--- config.mk ---
export PLATFORM = sky130hd
export DESIGN_NAME = call_return_ctrl
export DESIGN_NICKNAME = d
export VERILOG_FILES = /design/src/rtl/call_return_ctrl.sv
export SDC_FILE = /design/constraint.sdc
export NUM_CORES = 1
export LEC_CHECK = 0
export BUFFER_PORTS_ARGS = -buffer_cell sky130_fd_sc_hd__buf_2
export CORE_MARGIN = 10
export CORE_UTILIZATION = 41
export DETAILED_ROUTE_END_ITERATION = 6
export PLACE_DENSITY = 0.83
export RECOVER_POWER = 50
export SLEW_MARGIN = 20
export SYNTH_ARGS = -nofsm -noshare
export SYNTH_HDL_FRONTEND = slang
export SYNTH_SLANG_ARGS = --single-unit
--- constraint.sdc ---
create_clock -name clk -period 1.8 [get_ports clk]
set_input_delay 0.45 -clock clk [delete_from_list [all_inputs] [get_ports clk]]
set_output_delay 0.45 -clock clk [all_outputs]
set_load 0.03 [all_outputs]
--- src/rtl/call_return_ctrl.sv ---
// Call/return initiator for the hardware return stack.
// Phases push/pop strobes on the free-running count and loads the PC.
module call_return_ctrl #(
  parameter int DW    = 16,
  parameter int DEPTH = 11
) (
  input  logic          clk,
  input  logic          rst,
  input  logic          call,
  input  logic          ret,
  input  logic [DW-1:0] ret_addr,
  input  logic [DW-1:0] target,
  input  logic [DW-1:0] stack_rdata,
  output logic          push,
  output logic          pop,
  output logic [DW-1:0] stack_wdata,
  output logic [1:0]    count,
  output logic          pc_load,
  output logic [DW-1:0] pc_next,
  output logic          busy,
  output logic [3:0]    depth,
  output logic          overflow,
  output logic          underflow
);

  typedef enum logic [2:0] {
    IDLE,
    CALL_WAIT,
    CALL_LOAD,
    RET_WAIT,
    RET_LOAD
  } state_t;

  localparam logic [3:0] DMAX = 4'(DEPTH);

  state_t        state;
  logic [DW-1:0] tgt;

  // Strobes are masked during reset so nothing commits on a reset edge.
  assign push = !rst && (state == CALL_WAIT) && (count == 2'd1);
  assign pop  = !rst && (state == RET_WAIT)  && (count == 2'd0);

  assign pc_load = !rst &&
    ((state == CALL_LOAD) || (state == RET_LOAD));
  assign busy = (state != IDLE);

  always_comb begin
    pc_next = '0;
    if (state == CALL_LOAD) pc_next = tgt;
    if (state == RET_LOAD)  pc_next = stack_rdata;
  end

  always_ff @(posedge clk) begin
    if (rst) begin
      state       <= IDLE;
      count       <= 2'd0;
      stack_wdata <= '0;
      tgt         <= '0;
      depth       <= 4'd0;
      overflow    <= 1'b0;
      underflow   <= 1'b0;
    end else begin
      count <= count + 2'd1;
      case (state)
        CALL_WAIT: begin
          if (count == 2'd1) begin
            depth <= depth + 4'd1;
            state <= CALL_LOAD;
          end
        end
        RET_WAIT: begin
          if (count == 2'd0) begin
            depth <= depth - 4'd1;
            state <= RET_LOAD;
          end
        end
        default: begin
          // IDLE and the load cycles: a new request may start here.
          state <= IDLE;
          if (call) begin
            if (depth < DMAX) begin
              stack_wdata <= ret_addr;
              tgt         <= target;
              state       <= CALL_WAIT;
            end else begin
              overflow <= 1'b1;
            end
          end else if (ret) begin
            if (depth != 4'd0) begin
              state <= RET_WAIT;
            end else begin
              underflow <= 1'b1;
            end
          end
        end
      endcase
    end
  end

endmodule

# Yosys cells after proc, flatten, opt, wreduce, memory -nomap -nowiden
# Cells that the tools add are included.
# totals
ff_bits,43
out_inout_bits,44
# op_classes
add_sub_neg,3
order_cmp,1
eq_ne,7
muxes,12
bitwise,4
n_reduce_logical,17
# op_table
op,n
16-bit two-way mux,2
3-bit two-way mux,3
3-bit AND reduction,3
4-bit two-way mux,2
4-bit case mux with 2 select lines,1
"3-bit by 2-bit == test with 1-bit output, second input constant",2
3-bit case mux with 2 select lines,1
1-bit logical AND,5
"4-bit by 1-bit adder with 4-bit output, second input constant",1
"4-bit less-than comparator, second input constant",1
2-bit two-way mux,2
"2-bit by 1-bit inequality test with 1-bit output, second input constant",2
1-bit inverter,4
4-bit AND reduction,1
4-bit nonzero test,1
"4-bit by 1-bit subtractor with 4-bit output, second input constant",1
"3-bit by 1-bit == test with 1-bit output, second input constant",1
"3-bit == test, second input constant",1
3-bit nonzero test,1
"2-bit by 1-bit adder with 2-bit output, second input constant",1
"2-bit by 1-bit == test with 1-bit output, second input constant",1
2-bit zero test,1
2-bit AND reduction,1
2-bit nonzero test,1
4 further kinds,4

# Depth between registers and ports, before layout
# logic_depth
ltp_word,5
ltp_mapped,8
depth_no_buf,7

# Worst setup path after synthesis
# No wires, ideal clock.
# synth_timing
path_kind,reg-to-output
from,register count[0]
to,output port push
arrival_ps,1785
slack_ps,-435
path_stages_with_launch,3
path_buffers,0
path_cell_list,dfxtp_1 -> ha_1 -> nor4b_1
# synth_via
elab_chain_len,2
# synth_lines
item,line,text
from (decl),17,"output logic [1:0] count,"
from (signal assigned),63,count <= count + 2'd1;
2-bit by 1-bit == test with 1-bit output,40,assign push = !rst && (state == CALL_WAIT) && (count == 2'd1);
1-bit logical AND,40,
to (decl),14,"output logic push,"
# Every way passes these cells.

# Worst setup path in the final report
# layout_timing
from,register state[1]
to,output port pc_next[11]
# layout_via
elab_chain_len,3
# layout_lines
item,line,text
from (decl),36,state_t state;
from (signal assigned),55,state <= IDLE;
from (signal assigned),68,state <= CALL_LOAD;
from (signal assigned),74,state <= RET_LOAD;
3-bit by 2-bit == test with 1-bit output,49,if (state == CALL_LOAD) pc_next = tgt;
16-bit two-way mux,49,
16-bit two-way mux *,50,if (state == RET_LOAD) pc_next = stack_rdata;
to (decl),19,"output logic [DW-1:0] pc_next,"
# Mark *: on every way between the ends. The rest lies on a longest branch, timed or not.

==> flow_summary.yaml <==
run_status:
  status: "finished with violations"
  violations: "negative setup slack"
setup_path:
  critPathTopFamily: "flip-flops"
  crit_slowest_cell: "dfxtp_4"
  crit_path_frequent_cell: "buf_6"
  path_cells: "nor3b_4, buf_6, a22o_1, buf_6"
  path_max_fanout: 8
  cpPeakStageDelay_ns: 0.38
  required_ns: 1.35
  endpoint_kind: "output pin"
  startpoint_type: "flip-flop"
  crit_arrival_ns: 1.41
  r2r-start: "state[2]"
  worstSetupStartpoint: "state[1]"
  critical_path_class: "reg -> out"
  worstPathBufferInverterCount: 2
yosys:
  yosysWarningCount: 0
  syn_area_per_cell_um2: 8.29
  syn_area_um2: 1900
  ys_seq_area_share_pct: 45.4
  synth_nets: 286
  yosys.area.top_type_share_pct: 45.4
  ys_seq_elements: 43
  async_flop_share_pct: 0
  yosys.cell_types.count: 35
  synth_edf_count: 0
  synthCells: 229
  ys_top_cells_by_area: "dfxtp_1, nand2_1, a21oi_1, a22o_1, ha_1"
  synth-main-ff-cell: "dfxtp_1"
  synth_top_area_cell: "dfxtp_1"
  synth.most_common_cell: "nand2_1"
  synthTopCellsByCount: "nand2_1, dfxtp_1, a21oi_1, a22o_1, nor2_1"
pwr:
  ir_worst_vdd_mv: 0.476
  power_frac_clock_pct: 26.4
  combPwrFrac_pct: 23.1
  pwr-share-seq_pct: 50.4
  p_leak_nw: 1.12
  p_sw_share_pct: 30.6
  intPower_mw: 1.46
  power_density_nw_per_um2: 782
  p_switching_mw: 0.646
clocking:
  ctsHtreeMaxLevel: 2
  clock-sinks: 43
  clk_pin_slew_ns: 0.07
  clockRootBuffer: "clkbuf_8"
  cts_tree: "yes"
  clkLatencyLatePin_ns: 0.29
  cts_buffers: 5
  holdBufCountCts: 0
  cts.path.max_buffers: 2
floorplanning:
  chipHeight_um: 88.0
  coreArea_um2: 4410
  fp.dieW_um: 88.0
  start_util_pct: 43.0
  io-pin-count: 96
  dieArea_um2: 7750
  row_count: 24
timing:
  drv_slew: 0
  setup_violations: 17
  finClkSkew_ns: 0.00381
  finalWorstSetupSlack_ns: -0.0649
  tns_ns: -0.753
  worstMarginPinSlew_ns: 0.819
  period_share_pct: 104
  max_freq_mhz: 536
  hold_viol: 0
  rsz0062_at_grt: "true"
  max_slew_margin_pct: 45.4
  post-route-min-period_ns: 1.86
finish:
  n_fill_cell: 392
  multiInputGateArea_um2: 1000
  fin_util_pct: 61.1
  insertedDiodeCount: 0
  instances_no_fill: 381
  drive_above_1_share_pct: 31.3
  area_delta_synth_final_pct: 42.0
  design_area_um2: 2700
  num-nets-final: 387
  register_area_um2: 872
worst_hold_path:
  min_from: "ret_addr[9]"
  hold_path.class: "in -> reg"
drt:
  drtAntennaViolNets: 0
  drc_errors: 0
  totalWireLength_mm: 5.62
  wl_per_cell_um: 14.8
  drtIter0Drc: 70
  vias: 1947
  avgViaCountPerCell: 5.11
  first_pass_iters: 4
global_route:
  grt_usage_pct: 13.7
  grt_pass1_vias: 1922
  grt_util_met2_pct: 24.7
  grt_overflow_total: 0
  use_met3_pct: 6.04
  grt_antenna_before_repair: 0
  grt_pass1_wl_mm: 8.71
  busiest_layer: "met2"
  grt_max_degree: 34
  use_met1_pct: 14.3
placement:
  hpwl_mm: 4.23
  pre_cts_ws_ns: 0.0193
  gp_congestion: 0.795
  dp_cells: 372
  io_buffers: 95
  place_area_um2: 2460
flow_run:
  maxCapViolCount: 0
[final timing paths]
check | cells past startpoint | to | slack, ns
max | 4 | pc_next[11] | -0.06
min | 3 | stack_wdata[9] | 0.39
max reg2reg | 7 | depth[3] | 0.07
min reg2reg | 2 | stack_wdata[15] | 0.45
[metrics by stage]
stage / hold slack [ns] / power (mW)
finish: 0.392 / 2.11
global route: 0.393 / 2.21
CTS: 0.386 / 2.13
detailed placement: 0.444 / 1.55
global placement: 0.438 / 1.54
floorplan: 0.437 / 1.39
[placed cells by master (no fill, tap or decap), drive strengths merged, types with 3 or more instances in the layout]
cell,Yosys,final
nor3b,4,4
nor2,12,12
inv,6,6
a21oi,37,37
a22o,16,16
clkbuf,4,34
buf,11,81
nand2,65,65
a31oi,3,3
ha,4,4
dfxtp,43,43
[cells by family after synthesis]
kind of cell    synth area share [%]
xor+xnor                       0.923
compound gates                  21.1
flops                           45.4
buf+inv                         5.60
simple gates                    22.2
mux                             1.12
fa+ha+maj                       3.69
[tightest hold or removal path: stages]
cell and delay, ns:
buf_2 0.09, nand2_1 0.04, a21oi_1 0.05
[registers in the layout, summed over array words and instances (netlist names)]
| signal | count |
|---|---|
| tgt | 16 |
| overflow | 1 |
| stack_wdata | 16 |
| count | 2 |
| state | 3 |
| depth | 4 |
| underflow | 1 |
[power groups by stage]
stage	clock network [mW]	logic, mW	registers (mW)
after global placement	0	0.465	1.08
after floorplan	0	0.250	1.14
after global routing	0.605	0.533	1.07
final	0.558	0.488	1.06
after detailed placement	0	0.474	1.08
after CTS	0.576	0.499	1.06
[metal layers]
metal	vias up	routed length, µm
met2	68	2730
met5	-	0
met1	897	2240
met3	5	613
met4	0	30
li1	977	-
[area by class of cell]
type                    count  share of cell area, %
flip-flops and latches     43                   32.4
inverters                   6                  0.836
repair buffers            109                   24.5
well taps                  52                   2.41
clock buffers               6                   2.69
multi-input cells         165                   37.2
[repair_timing]
item	CTS	global route
pin swaps	13	9
endpoints found under the hold margin	0	0
endpoints found under the setup margin	18	20
cloned	1	0
setup buffers	1	1
gates resized for setup	47	10
Note: power is estimated with default switching activity, not from simulation.
